===== config.mk =====
export PLATFORM = sky130hd
export DESIGN_NAME = quad_decoder
export DESIGN_NICKNAME = d
export VERILOG_FILES = /design/src/rtl/quad_pkg.sv /design/src/rtl/quad_filter.sv /design/src/rtl/quad_decoder.sv
export SDC_FILE = /design/constraint.sdc
export NUM_CORES = 1
export LEC_CHECK = 0
export BUFFER_PORTS_ARGS = -buffer_cell sky130_fd_sc_hd__buf_2
export CAP_MARGIN = 10
export CORE_ASPECT_RATIO = 0.75
export CORE_MARGIN = 5
export CORE_UTILIZATION = 40
export DETAILED_ROUTE_END_ITERATION = 8
export PLACE_DENSITY = 0.57
export SETUP_SLACK_MARGIN = 0.15
export SKIP_LAST_GASP = 1
export SLEW_MARGIN = 0
export SYNTH_ARGS = -nofsm -noshare
export SYNTH_HDL_FRONTEND = slang
export SYNTH_SLANG_ARGS = --single-unit

===== constraint.sdc =====
create_clock -name clk -period 2.5 [get_ports clk]
set_input_delay 0.25 -clock clk [delete_from_list [all_inputs] [get_ports clk]]
set_output_delay 0.25 -clock clk [all_outputs]
set_load 0.02 [all_outputs]

===== src/rtl/quad_pkg.sv =====
// Shared definitions for the quadrature decoder.
//   - Gray-code state encodings for the {a, b} channel pair
//   - Direction constants used on the updown output
//   - Default synchronizer depth and glitch-filter length
//   - gray_next(): the next state in the "up" rotation
package quad_pkg;

  localparam int SYNC_STAGES_DEF = 2;
  localparam int FILTER_LEN_DEF  = 4;

  // Up rotation is 00 -> 01 -> 11 -> 10 -> 00; down is the reverse.
  localparam logic [1:0] ST_00 = 2'b00;
  localparam logic [1:0] ST_01 = 2'b01;
  localparam logic [1:0] ST_11 = 2'b11;
  localparam logic [1:0] ST_10 = 2'b10;

  localparam logic UP   = 1'b1;
  localparam logic DOWN = 1'b0;

  function automatic logic [1:0] gray_next(input logic [1:0] s);
    case (s)
      ST_00:   return ST_01;
      ST_01:   return ST_11;
      ST_11:   return ST_10;
      default: return ST_00;
    endcase
  endfunction

endpackage


===== src/rtl/quad_filter.sv =====
// One encoder channel: a SYNC_STAGES-deep synchronizer followed by a glitch
// filter. The filtered value only follows the synchronized value after the
// two have disagreed for FILTER_LEN consecutive clocks.
//
// Ports
//   clk    in   clock
//   reset  in   synchronous, active-high
//   din    in   raw asynchronous channel
//   dout   out  filtered channel value
//   valid  out  high once dout holds a real sample (not just the reset value)
module quad_filter
  import quad_pkg::*;
#(
  parameter int SYNC_STAGES = SYNC_STAGES_DEF,
  parameter int FILTER_LEN  = FILTER_LEN_DEF
) (
  input  logic clk,
  input  logic reset,
  input  logic din,
  output logic dout,
  output logic valid
);

  localparam logic [3:0] CNT_LAST = 4'(FILTER_LEN - 1);

  logic [SYNC_STAGES-1:0] sync_q;
  // Travels alongside sync_q so we know when the synchronizer has flushed
  // its reset zeros and carries a genuine sample of din.
  logic [SYNC_STAGES-1:0] fill_q;
  logic                   synced;
  logic [3:0]             cnt_q;
  logic                   filt_q;
  logic                   primed_q;

  assign synced = sync_q[SYNC_STAGES-1];

  // NOTE: state registers use non-blocking assignments so every flop
  // samples the pre-edge value of its neighbours, as real flops do.
  always_ff @(posedge clk) begin
    if (reset) begin
      sync_q <= '0;
      fill_q <= '0;
    end else begin
      sync_q <= {sync_q[SYNC_STAGES-2:0], din};
      fill_q <= {fill_q[SYNC_STAGES-2:0], 1'b1};
    end
  end

  // The first genuine synchronized sample seeds the filtered value
  // directly; it is only a reference for the decoder, never a transition.
  always_ff @(posedge clk) begin
    if (reset) begin
      cnt_q    <= '0;
      filt_q   <= 1'b0;
      primed_q <= 1'b0;
    end else if (!primed_q) begin
      cnt_q <= '0;
      if (fill_q[SYNC_STAGES-1]) begin
        filt_q   <= synced;
        primed_q <= 1'b1;
      end
    end else if (synced == filt_q) begin
      cnt_q <= '0;
    end else if (cnt_q == CNT_LAST) begin
      // This is the FILTER_LEN-th consecutive disagreeing clock.
      filt_q <= synced;
      cnt_q  <= '0;
    end else begin
      cnt_q <= cnt_q + 4'd1;
    end
  end

  assign dout  = filt_q;
  assign valid = primed_q;

endmodule


===== src/rtl/quad_decoder.sv =====
// Quadrature encoder decoder, 4x mode, with a 4-bit wrapping position count.
//
// Ports
//   clk       in   clock, rising edge
//   reset     in   synchronous, active-high
//   enc_a     in   asynchronous encoder channel A
//   enc_b     in   asynchronous encoder channel B
//   load      in   load load_val into cont (wins over a step update)
//   load_val  in   [3:0] position preset
//   clr_err   in   clear the sticky err flag (a new illegal transition wins)
//   step      out  one-clock pulse per legal transition
//   updown    out  direction of the last step, 1 = up, 0 = down
//   cont      out  [3:0] position count
//   err       out  sticky: both channels changed at once
module quad_decoder
  import quad_pkg::*;
#(
  parameter int SYNC_STAGES = SYNC_STAGES_DEF,
  parameter int FILTER_LEN  = FILTER_LEN_DEF
) (
  input  logic       clk,
  input  logic       reset,
  input  logic       enc_a,
  input  logic       enc_b,
  input  logic       load,
  input  logic [3:0] load_val,
  input  logic       clr_err,
  output logic       step,
  output logic       updown,
  output logic [3:0] cont,
  output logic       err
);

  logic       a_f, b_f;
  logic       a_vld, b_vld;
  logic [1:0] cur_state;
  logic [1:0] prev_state;
  logic       ref_valid;
  logic       dec_up, dec_dn, dec_bad;

  quad_filter #(.SYNC_STAGES(SYNC_STAGES), .FILTER_LEN(FILTER_LEN)) u_filt_a (
    .clk   (clk),
    .reset (reset),
    .din   (enc_a),
    .dout  (a_f),
    .valid (a_vld)
  );

  quad_filter #(.SYNC_STAGES(SYNC_STAGES), .FILTER_LEN(FILTER_LEN)) u_filt_b (
    .clk   (clk),
    .reset (reset),
    .din   (enc_b),
    .dout  (b_f),
    .valid (b_vld)
  );

  assign cur_state = {a_f, b_f};

  // NOTE: every output of this block gets a default first, so no path
  // leaves a signal unassigned and no latch is inferred.
  always_comb begin
    dec_up  = 1'b0;
    dec_dn  = 1'b0;
    dec_bad = 1'b0;
    if (ref_valid && (cur_state != prev_state)) begin
      if (gray_next(prev_state) == cur_state)      dec_up  = 1'b1;
      else if (gray_next(cur_state) == prev_state) dec_dn  = 1'b1;
      else                                         dec_bad = 1'b1;
    end
  end

  // Decode reference. Both filters prime on the same clock, and that first
  // state is adopted silently. After that, every change (legal or not)
  // becomes the new reference.
  always_ff @(posedge clk) begin
    if (reset) begin
      prev_state <= ST_00;
      ref_valid  <= 1'b0;
    end else if (!ref_valid) begin
      if (a_vld && b_vld) begin
        prev_state <= cur_state;
        ref_valid  <= 1'b1;
      end
    end else begin
      prev_state <= cur_state;
    end
  end

  always_ff @(posedge clk) begin
    if (reset) begin
      step   <= 1'b0;
      updown <= UP;
    end else begin
      step <= dec_up | dec_dn;
      if (dec_up)      updown <= UP;
      else if (dec_dn) updown <= DOWN;
    end
  end

  always_ff @(posedge clk) begin
    if (reset)       cont <= 4'h0;
    else if (load)   cont <= load_val;
    else if (dec_up) cont <= cont + 4'd1;
    else if (dec_dn) cont <= cont - 4'd1;
  end

  always_ff @(posedge clk) begin
    if (reset)        err <= 1'b0;
    else if (dec_bad) err <= 1'b1;
    else if (clr_err) err <= 1'b0;
  end

endmodule


## Word-level counts from Yosys, hierarchy flattened

Cells that the tools add are included.

| storage, ports and cells | value |
|---|---|
| register bits after elaboration | 30 |
| bits in latches | 0 |
| RAM bits | 0 |
| memory bits (read-only) | 0 |
| input port bits | 10 |
| output and inout port bits | 7 |
| word-level logic and storage cells | 90 |
| memories kept | 0 |

| cells by class | value |
|---|---|
| add/subtract/negate cells | 4 |
| multipliers | 0 |
| divide/modulo/power cells | 0 |
| $lt $le $gt $ge | 0 |
| eq/ne operators | 15 |
| shift-type cells | 0 |
| multiplexer cells | 36 |
| bitwise operators | 3 |
| reduce and logical (&&, ||, !) cells | 14 |

Operator list:

| cell | number |
|---|---|
| two-way mux 1 bit | 26 |
| adder 4 x 1 -> 4 bit (second input constant) | 3 |
| two-way mux 4 bit | 3 |
| case mux 2 bit (3 select lines) | 2 |
| two-way mux 2 bit | 5 |
| == test 4 x 2 -> 1 bit (second input constant) | 2 |
| != test 2 bit (second input constant) | 4 |
| nonzero test 2 bit | 4 |
| OR reduction 4 bit | 2 |
| AND reduction 3 bit | 2 |
| == test 2 x 1 -> 1 bit (second input constant) | 2 |
| == test 2 bit | 2 |
| == test 2 bit (second input constant) | 2 |
| zero test 2 bit | 2 |
| subtractor 4 x 1 -> 4 bit (second input constant) | 1 |
| nonzero test 3 bit | 1 |
| == test 1 bit | 2 |
| logical AND 1 bit | 2 |
| != test 2 bit | 1 |
| NOT 1 bit | 2 |
| OR reduction 2 bit | 1 |
| bitwise OR 1 bit | 1 |

## Logic depth before layout (Yosys ltp)

Gate-level depths: netlist of run 1.

| depth | value |
|---|---|
| depth in word-level cells | 13 |
| depth in mapped cells | 7 |
| depth with buffers taken out | 7 |

## Hierarchy

Synthesis of run 1 repeated with hierarchy kept, for this count alone.

| second synthesis, totals | value |
|---|---|
| cells, all modules | 130 |
| area total of the unflattened synthesis | 1,276.2 µm² |

Modules (own cells, without submodules):

| module | times used | cells an instance | area each (µm²) | sequential area each (µm²) |
|---|---|---|---|---|
| quad_filter | 2 | 33 | 349.1 | 200.2 |
| quad_decoder | 1 | 64 | 578.1 | 200.2 |

## Worst setup path before layout of run 1

No wires, ideal clock.

| timing | value |
|---|---|
| path kind | register to register |
| start | reg u_filt_a.filt_q, in the netlist u_filt_a.dout |
| end | reg cont[3] |
| setup time | 92 ps |
| arrival time | 2,007 ps |
| data required time | 2,408 ps |
| slack | 401 ps |
| cell stages (with the launch flop) | 8 |
| path buffers | 0 |
| period minus slack after synthesis | 2,099 ps |
| cell sequence | dfxtp_1 -> xnor2_1 -> nand3_1 -> ha_1 -> and3_1 -> nor3b_1 -> mux2_1 -> nor4_1 |

| between the ends | value |
|---|---|
| longest elaborated chain between the ends | 9 |
| elaborated cells on any way between the ends | 18 |
| those cells by class | 5 x eq/ne; 10 x mux; 3 x reduce/logical |

Ends and longest elaborated chain:

| item | line | source |
|---|---|---|
| start: declaration | quad_filter.sv:32 | `logic filt_q;` |
| start signal: assignment | quad_filter.sv:59 | `filt_q <= synced;` |
| start signal: assignment | quad_filter.sv:66 | `filt_q <= synced;` |
| == test 2 bit (tied with other cells) | quad_pkg.sv:21 | `case (s)` |
| case mux 2 bit (3 select lines) | quad_pkg.sv:21 |  |
| two-way mux 2 bit | quad_decoder.sv:66 | `if (gray_next(prev_state) == cur_state) dec_up = 1'b1;` |
| two-way mux 2 bit | quad_decoder.sv:65 | `if (ref_valid && (cur_state != prev_state)) begin` |
| == test 2 bit | quad_decoder.sv:67 | `else if (gray_next(cur_state) == prev_state) dec_dn = 1'b1;` |
| two-way mux 1 bit | quad_decoder.sv:67 |  |
| two-way mux 1 bit | quad_decoder.sv:66 |  |
| two-way mux 1 bit | quad_decoder.sv:65 |  |
| nonzero test 3 bit (no source line) | -- |  |
| end signal: assignment | quad_decoder.sv:102 | `else if (load) cont <= load_val;` |
| end signal: assignment | quad_decoder.sv:103 | `else if (dec_up) cont <= cont + 4'd1;` |
| end signal: assignment | quad_decoder.sv:104 | `else if (dec_dn) cont <= cont - 4'd1;` |
| end: declaration | quad_decoder.sv:30 | `output logic [3:0] cont,` |

Several ways; a longest one is shown, not always the timed one. The select of a mux whose other input is x is not followed.
A chain may end at the register's enable or synchronous reset.

## Final worst setup path of run 1

| timing | value |
|---|---|
| start | reg u_filt_b.filt_q, in the netlist u_filt_b.dout |
| end | reg cont[3] |

| between the ends | value |
|---|---|
| longest elaborated chain between the ends | 9 |
| elaborated cells on any way between the ends | 18 |
| those cells by class | 5 x eq/ne; 10 x mux; 3 x reduce/logical |

Ends and longest elaborated chain:

| item | line |
|---|---|
| start: declaration | quad_filter.sv:32 |
| start signal: assignment | quad_filter.sv:59 |
| start signal: assignment | quad_filter.sv:66 |
| == test 2 bit (tied with other cells) | quad_pkg.sv:21 |
| case mux 2 bit (3 select lines) | quad_pkg.sv:21 |
| two-way mux 2 bit | quad_decoder.sv:66 |
| two-way mux 2 bit | quad_decoder.sv:65 |
| == test 2 bit | quad_decoder.sv:67 |
| two-way mux 1 bit | quad_decoder.sv:67 |
| two-way mux 1 bit | quad_decoder.sv:66 |
| two-way mux 1 bit | quad_decoder.sv:65 |
| nonzero test 3 bit (no source line) | -- |

Several ways; a longest one is shown, not always the timed one. The select of a mux whose other input is x is not followed.

==> summary.md, run 1 <==
| Metric | Value |
|---|---|
| Critical Path Source Type | `flop` |
| Final estimated routing congestion in global placement | `0.6870` |
| Routed wirelength normalized by instance count | `11.95 um` |
| Post-layout min period | `2.204 ns` |
| Total power divided by cell area | `599.3 nW/um^2` |
| Distinct cells, synth | `32` |
| Number of non-filler instances in the completed layout | `177` |
| #FFs+latches synth | `28` |
| Path type of the worst setup path | `flop to flop` |
| Number of nets produced by synthesis | `136` |
| Setup TNS | `0 ns` |
| Number of gates given a new drive strength after cts | `0` |
| Peak clock frequency supported by timing | `0.4537 GHz` |
| Chip Width | `72.91 um` |
| Final routed wirelength across all metal layers | `2.116 mm` |
| TritonCTS Buffers | `3` |
| Initial Util | `0.4105` |
| Pleak | `0.5939 nW` |
| Share of power burned in combinational logic | `0.094` |
| Clock power share | `0.329` |
| Critical path capture point type | `flop` |
| Master of the slowest instance on the critical path | `dfxtp_1` |
| Post-DP HPWL | `1.612 mm` |
| Diodes inserted | `0` |
| Drt drc | `0` |
| Total number of vias | `855` |
| Max-slew violation count | `0` |
| Commonest non-fill, non-tap cell in the layout | `dfxtp_1` |
| Buffers from clock root to sink, at most | `2` |
| Number of buffers inserted by port buffering | `16` |
| Post-CTS clock slew at the launch and capture registers of the worst setup and hold paths | `0.09 ns` |
| Die outline height | `57.19 um` |
| Worst-Skew Late Latency | `0.27 ns` |
| Placed instance count | `173` |
| H-tree levels | `1` |
| Proportion of layout cells with a drive suffix above 1 | `0.1799` |
| Fillcell total | `298` |
| Cell chosen for the clock root | `clkbuf_8` |
| Ratio of final minimum period to clock period | `0.8816` |
| Synthesis Warnings | `0` |
| Pin count of the biggest net entering global routing | `20` |
| Layout overhead on the synthesized area | `15.17%` |
| Via count of the first global-routing pass | `769` |
| Total global-route track usage | `0.1144` |
| Post-synthesis sequential area ratio | `0.4721` |
| Biggest cell delay along the critical path | `0.46 ns` |
| Cts-stage hold buffer count | `0` |
| Boundary Pins | `17` |
| Total core area | `2893 um^2` |
| Synthesized instance count | `121` |
| Pre-antenna DRT Iters | `4` |
| Number of nets at the end of the flow | `155` |
| Count of max-cap constraint violations | `0` |
| Worst Path Max Fanout | `6` |
| Share of power burned in registers | `0.577` |
| Residual antenna-violating net count after detailed routing | `0` |
| Setup repair after global routing missed its margin | `no` |
| Worst min-delay path class | `primary input to flop` |
| Final hold viol count | `0` |
| IR Drop Worst-Case VDD | `0.0003409 V` |
| Wire length of the first global-routing pass | `3.705 mm` |
| Number of setup buffers added after CTS | `0` |
| List of cells traversed by the critical path | `xor2_2 -> nand3_2 -> ha_1 -> and3_1 -> nor3b_1 -> mux2_1 -> nor4_1` |
| Antenna violations before repair | `0` |
| Internal power of the cells | `636.0 uW` |
| Status | `finished, final reports clean` |
| CTS sink count | `28` |
| Rel. slew slack | `0.7635` |
| Worst endpoint data arrival time | `2.39 ns` |
| Final clock skew | `0.001486 ns` |
| Die area | `4169 um^2` |
| Violation count after the first detailed-route iteration | `76` |
| Sw frac | `0.2240` |
| CTS tree | `done` |
| Setup-violating endpoint count in the final report | `0` |
| Total grt overflow | `0` |
| Mean cell area of the mapped netlist | `9.813 um^2` |
| FF-to-FF setup slack | `0.30 ns` |
| Reported net switching power | `183.6 uW` |
| Core Rows | `17` |
| Slew at the pin with the worst max-slew slack | `0.3547 ns` |
| Netlist area before placement | `1187 um^2` |
| Ratio of routed vias to standard cells | `4.831` |
| Required time at the worst-slack endpoint | `2.68 ns` |
| Highest-count cells in the layout ignoring fill and taps | `dfxtp_1, nor2_1, buf_2, xor2_1, nor2b_1` |
-- kinds of logic (layout without fill, tap and decap cells) --
group                    count (synthesis)  after routing  synth area share
AO/OA/AOI/OAI                           15             15           0.08641
XOR/XNOR                                13             13            0.1022
adder cells (fa/ha/maj)                  5              5           0.05901
buffers and inverters                    9             27           0.04636
flip-flops                              28             28            0.4721
multiplexers                             5              5           0.04320
AND/OR/NAND/NOR                         46             46            0.1907
-- final timing paths --
check	start	endpoint	cells after the start
hold / removal	enc_b	u_filt_b.sync_q[0]	2
setup / recovery	u_filt_b.dout	cont[3]	7
setup reg to reg	u_filt_b.dout	cont[3]	7
hold reg to reg	u_filt_a.fill_q[0]	u_filt_a.fill_q[1]	1
-- through the flow --
step	utilization	hold slack, ns	setup WS (ns)	area [um^2]	power [mW]
floorplan	-	0.3782	0.4007	1187	0.5372
global placement	0.4494	0.4182	0.2660	1300	0.5582
detailed placement	0.4494	0.4273	0.1803	1300	0.5601
CTS	0.4684	0.1845	0.1518	1355	0.8338
global route	0.4728	0.2056	0.1405	1368	0.8685
finish	0.4728	0.1883	0.2960	1368	0.8196
-- critical path: cells and delay by family (launching register included) --
family | cells | cell delay (ns)
adders and majority gates | 1 | 0.37
muxes | 1 | 0.29
DFF | 1 | 0.46
xor gates and xnor gates | 1 | 0.28
and+or+nand+nor | 4 | 0.72
-- state kept, by name, summed over array words and instances, names as in the netlist, 2 cells and up --
name,flops
u_filt_a.fill_q,2
u_filt_a.cnt_q,4
u_filt_b.sync_q,2
cont,4
u_filt_b.cnt_q,4
u_filt_a.sync_q,2
prev_state,2
-- routing by layer --
layer / vias up / GRT usage / routed length (um)
met1: 390 / 0.1759 / 1133
li1: 449 / - / -
met5: - / 0 / 0
met3: 2 / 0.04049 / 110
met4: 0 / 0.03158 / 12
met2: 14 / 0.1465 / 859
-- power groups by stage --
stage                     combinational [mW]  sequential [mW]  clock, mW
after floorplan                       0.0509            0.486          0
after global placement                0.0755            0.483          0
after detailed placement              0.0770            0.483          0
after CTS                             0.0771            0.473      0.284
after global routing                  0.0879            0.476      0.304
final                                 0.0768            0.473      0.270
-- cell usage after synthesis --
cell type | count | share of area
fa_1 | 1 | 0.017
o211a_1 | 1 | 0.0084
mux2i_1 | 4 | 0.034
nor2b_1 | 6 | 0.032
or3b_1 | 2 | 0.015
a311oi_1 | 2 | 0.015
nor3_1 | 3 | 0.013
nor2_1 | 22 | 0.070
a21oi_1 | 3 | 0.013
a21o_1 | 1 | 0.0063
nor4_1 | 2 | 0.011
dfxtp_1 | 28 | 0.47
buf_6 | 1 | 0.0095
nand2_1 | 1 | 0.0032
clkbuf_1 | 1 | 0.0032
xnor2_1 | 5 | 0.037
inv_2 | 1 | 0.0032
and3_1 | 1 | 0.0053
nor3b_1 | 1 | 0.0063
mux2_1 | 1 | 0.0095
a32oi_1 | 1 | 0.0074
xor2_2 | 1 | 0.014
nand3_1 | 5 | 0.021
o2111ai_1 | 1 | 0.0074
o211ai_1 | 2 | 0.013
inv_1 | 5 | 0.016
o21ai_0 | 4 | 0.017
xor2_1 | 7 | 0.052
ha_1 | 4 | 0.042
nand4_1 | 2 | 0.011
bufinv_8 | 1 | 0.015
or3_1 | 1 | 0.0053
-- cell type report --
cell class | count | area [um^2] | area share
timing repair buffer | 16 | 80.08 | 0.05855
sequential | 28 | 560.5 | 0.4099
inverter | 7 | 40.04 | 0.02928
clock buffer | 4 | 55.05 | 0.04026
multi-input combinational | 84 | 584.3 | 0.4273
tap | 38 | 47.55 | 0.03477
Note: power is estimated with default switching activity, not from simulation.
==> run 2, diff against run 1 <==
- CORE_MARGIN: 5 -> 2
- CTS_CLUSTER_SIZE: unset -> 8
- RECOVER_POWER: unset -> 50
==> run 2 against run 1 <==
Critical path type unchanged. Combinational power hardly changed. Clock skew grew 0.0059 ns. Sequential power about the same. Largest cell class unchanged. Via count increased by 1.9%.
==> summary.md, run 2 (synthesis gave the netlist of run 1 again) <==
| Metric | Value |
|---|---|
| Status | `finished, final reports clean (unchanged)` |
| Layout overhead on the synthesized area | `15.17% (unchanged)` |
| Buffers from clock root to sink, at most | `2 (unchanged)` |
| FF-to-FF setup slack | `0.37 ns (was 0.30 ns)` |
| H-tree levels | `1 (unchanged)` |
| Startpoint of the tightest hold check path | `enc_b (unchanged)` |
| Worst min-delay path class | `primary input to flop (unchanged)` |
| Worst endpoint data arrival time | `2.31 ns (was 2.39 ns)` |
| Die outline height | `51.19 um (was 57.19 um)` |
| Critical path capture point type | `flop (unchanged)` |
| Chip Width | `66.91 um (was 72.91 um)` |
| Ratio of final minimum period to clock period | `0.8539 (was 0.8816)` |
| Total number of vias | `871 (was 855)` |
| Critical Path Source Type | `flop (unchanged)` |
| Slew at the pin with the worst max-slew slack | `0.8229 ns (was 0.3547 ns)` |
| CTS tree | `done (unchanged)` |
| Core Rows | `17 (unchanged)` |
| Via count of the first global-routing pass | `799 (was 769)` |
| Peak clock frequency supported by timing | `0.4685 GHz (was 0.4537 GHz)` |
| Post-layout min period | `2.135 ns (was 2.204 ns)` |
| Cell chosen for the clock root | `clkbuf_8 (unchanged)` |
| Final hold viol count | `0 (unchanged)` |
| Path type of the worst setup path | `flop to flop (unchanged)` |
| Share of power burned in combinational logic | `0.094 (about the same)` |
| Diodes inserted | `0 (unchanged)` |
| Max-slew violation count | `0 (unchanged)` |
| Clock power share | `0.327 (was 0.329)` |
| Pin count of the biggest net entering global routing | `20 (unchanged)` |
| Total grt overflow | `0 (unchanged)` |
| Internal power of the cells | `635.4 uW (was 636.0 uW)` |
| Setup repair after global routing missed its margin | `no (unchanged)` |
| Number of nets at the end of the flow | `156 (was 155)` |
| Wire length of the first global-routing pass | `3.650 mm (was 3.705 mm)` |
| Fillcell total | `295 (was 298)` |
| Depth of the most critical reg-to-reg path | `7 (unchanged)` |
| Worst flop-to-flop path endpoint | `cont[3] (unchanged)` |
| Drt drc | `0 (unchanged)` |
| Required time at the worst-slack endpoint | `2.68 ns (about the same)` |
| Highest-count cells in the layout ignoring fill and taps | `dfxtp_1, nor2_1, buf_2, xor2_1, clkbuf_1 (was dfxtp_1, nor2_1, buf_2, xor2_1, nor2b_1)` |
| Antenna violations before repair | `0 (unchanged)` |
| Worst Hold Endpoint | `u_filt_b.sync_q[0] (unchanged)` |
| TritonCTS Buffers | `3 (unchanged)` |
| Boundary Pins | `17 (unchanged)` |
| Die area | `3425 um^2 (was 4169 um^2)` |
| Total global-route track usage | `0.1458 (was 0.1144)` |
| Setup TNS | `0 ns (unchanged)` |
| Area used by multi-input combinational logic | `584.3 um^2 (unchanged)` |
| Startpoint of the worst register-to-register path | `u_filt_a.dout (was u_filt_b.dout)` |
| Commonest non-fill, non-tap cell in the layout | `dfxtp_1 (unchanged)` |
| Pre-antenna DRT Iters | `4 (unchanged)` |
| Share of power burned in registers | `0.579 (was 0.577)` |
| Post-DP HPWL | `1.556 mm (was 1.612 mm)` |
| Routed wirelength normalized by instance count | `11.61 um (was 11.95 um)` |
| CTS sink count | `28 (unchanged)` |
| Violation count after the first detailed-route iteration | `23 (was 76)` |
| Setup-violating endpoint count in the final report | `0 (unchanged)` |
| IR Drop Worst-Case VDD | `0.0003416 V (was 0.0003409 V)` |
| Worst Path Max Fanout | `6 (unchanged)` |
| Count of max-cap constraint violations | `0 (unchanged)` |
| Finished layout cell area | `1368 um^2 (unchanged)` |
| Reported net switching power | `181.9 uW (was 183.6 uW)` |
| Sequential standard cell area | `561.8 um^2 (was 560.5 um^2)` |
| Sw frac | `0.2226 (was 0.2240)` |
| Proportion of layout cells with a drive suffix above 1 | `0.1357 (was 0.1799)` |
| Instance area after placement | `1300 um^2 (unchanged)` |
| Pleak | `0.5771 nW (was 0.5939 nW)` |
| Final estimated routing congestion in global placement | `0.7875 (was 0.6870)` |
| Residual antenna-violating net count after detailed routing | `0 (unchanged)` |
| Final clock skew | `0.007336 ns (was 0.001486 ns)` |
| Total core area | `2893 um^2 (unchanged)` |
| Final routed wirelength across all metal layers | `2.067 mm (was 2.116 mm)` |
| Hold Path Cell Cnt | `2 (unchanged)` |
| Worst-Skew Late Latency | `0.27 ns (about the same)` |
| Rel. slew slack | `0.4514 (was 0.7635)` |
| Ratio of routed vias to standard cells | `4.893 (was 4.831)` |
| Number of buffers inserted by port buffering | `16 (unchanged)` |
| Initial Util | `0.4105 (unchanged)` |
| Post-CTS clock slew at the launch and capture registers of the worst setup and hold paths | `0.09 ns (about the same)` |
| Total power divided by cell area | `597.6 nW/um^2 (was 599.3 nW/um^2)` |
| Largest registers in the final layout | `cont: 4 flops, u_filt_a.cnt_q: 4 flops, u_filt_b.cnt_q: 4 flops (unchanged)` |
==> run 2: changes by cell type in the layout (fill, tap and decap cells not counted), sizes merged <==
cell	delta
clkbuf	+7
buf	-6
==> run 2: layout make-up <==
cell class	instances	area share
Sequential cell	28	0.4108
Timing Repair Buffer	17	0.05764
Inverter	7	0.02928
Multi-Input combinational cell	84	0.4273
Clock buffer	4	0.04026
Tap cell	38	0.03477
==> run 2: worst max-delay path by stage <==
| stage | startpoint | end | slack (ns) | cells after the start |
|---|---|---|---|---|
| 2_1_floorplan | u_filt_a.dout | cont[3] | 0.40 | 7 |
| 3_3_place_gp | u_filt_a.dout | cont[3] | 0.28 | 7 |
| 3_5_place_dp | u_filt_a.dout | cont[3] | 0.15 | 7 |
| 4_1_cts | u_filt_b.dout | cont[3] | 0.19 | 7 |
| 5_1_grt | prev_state[1] | cont[3] | 0.15 | 7 |
| 6_report | u_filt_a.dout | cont[3] | 0.37 | 7 |
==> run 2: critical path, cell delays in order (launching register included) <==
cell	delay, ns
dfxtp_1	0.39
xnor2_2	0.29
nand3_2	0.20
ha_1	0.37
and3_1	0.23
nor3b_1	0.07
mux2_1	0.29
nor4_1	0.20
==> run 2: per-layer routing <==
metal / GRT usage / share of wire
met5: 0 / 0
met4: 0.04082 / 0.010
met3: 0.05286 / 0.057
met2: 0.2000 / 0.38
met1: 0.2126 / 0.55
==> run 2: stage by stage <==
| step | setup WS (ns) | hold WS (ns) | power [mW] | cells | utilization |
|---|---|---|---|---|---|
| after floorplan | 0.4007 | 0.3782 | 0.5372 | 121 | - |
| after global placement | 0.2771 | 0.4182 | 0.5578 | 173 | 0.4494 |
| after detailed placement | 0.1532 | 0.4266 | 0.5604 | 173 | 0.4494 |
| after CTS | 0.1884 | 0.1904 | 0.8281 | 177 | 0.4710 |
| after global routing | 0.1523 | 0.2004 | 0.8579 | 178 | 0.4728 |
| final | 0.3654 | 0.1979 | 0.8173 | 178 | 0.4728 |
==> run 2: power groups by stage <==
stage          registers (mW)  clock network (mW)  logic (mW)
2_1_floorplan           0.486                   0      0.0509
3_3_place_gp            0.483                   0      0.0752
3_5_place_dp            0.483                   0      0.0771
4_1_cts                 0.473               0.277      0.0775
5_1_grt                 0.476               0.296      0.0863
6_report                0.473               0.268      0.0765
==> run 2: what timing repair did <==
item	CTS	global route
resized for setup	1	2
endpoints found under the hold margin	0	0
endpoints found under the setup margin	1	1
setup buffers	0	1
pin swaps	0	2
hold buffers	0	0
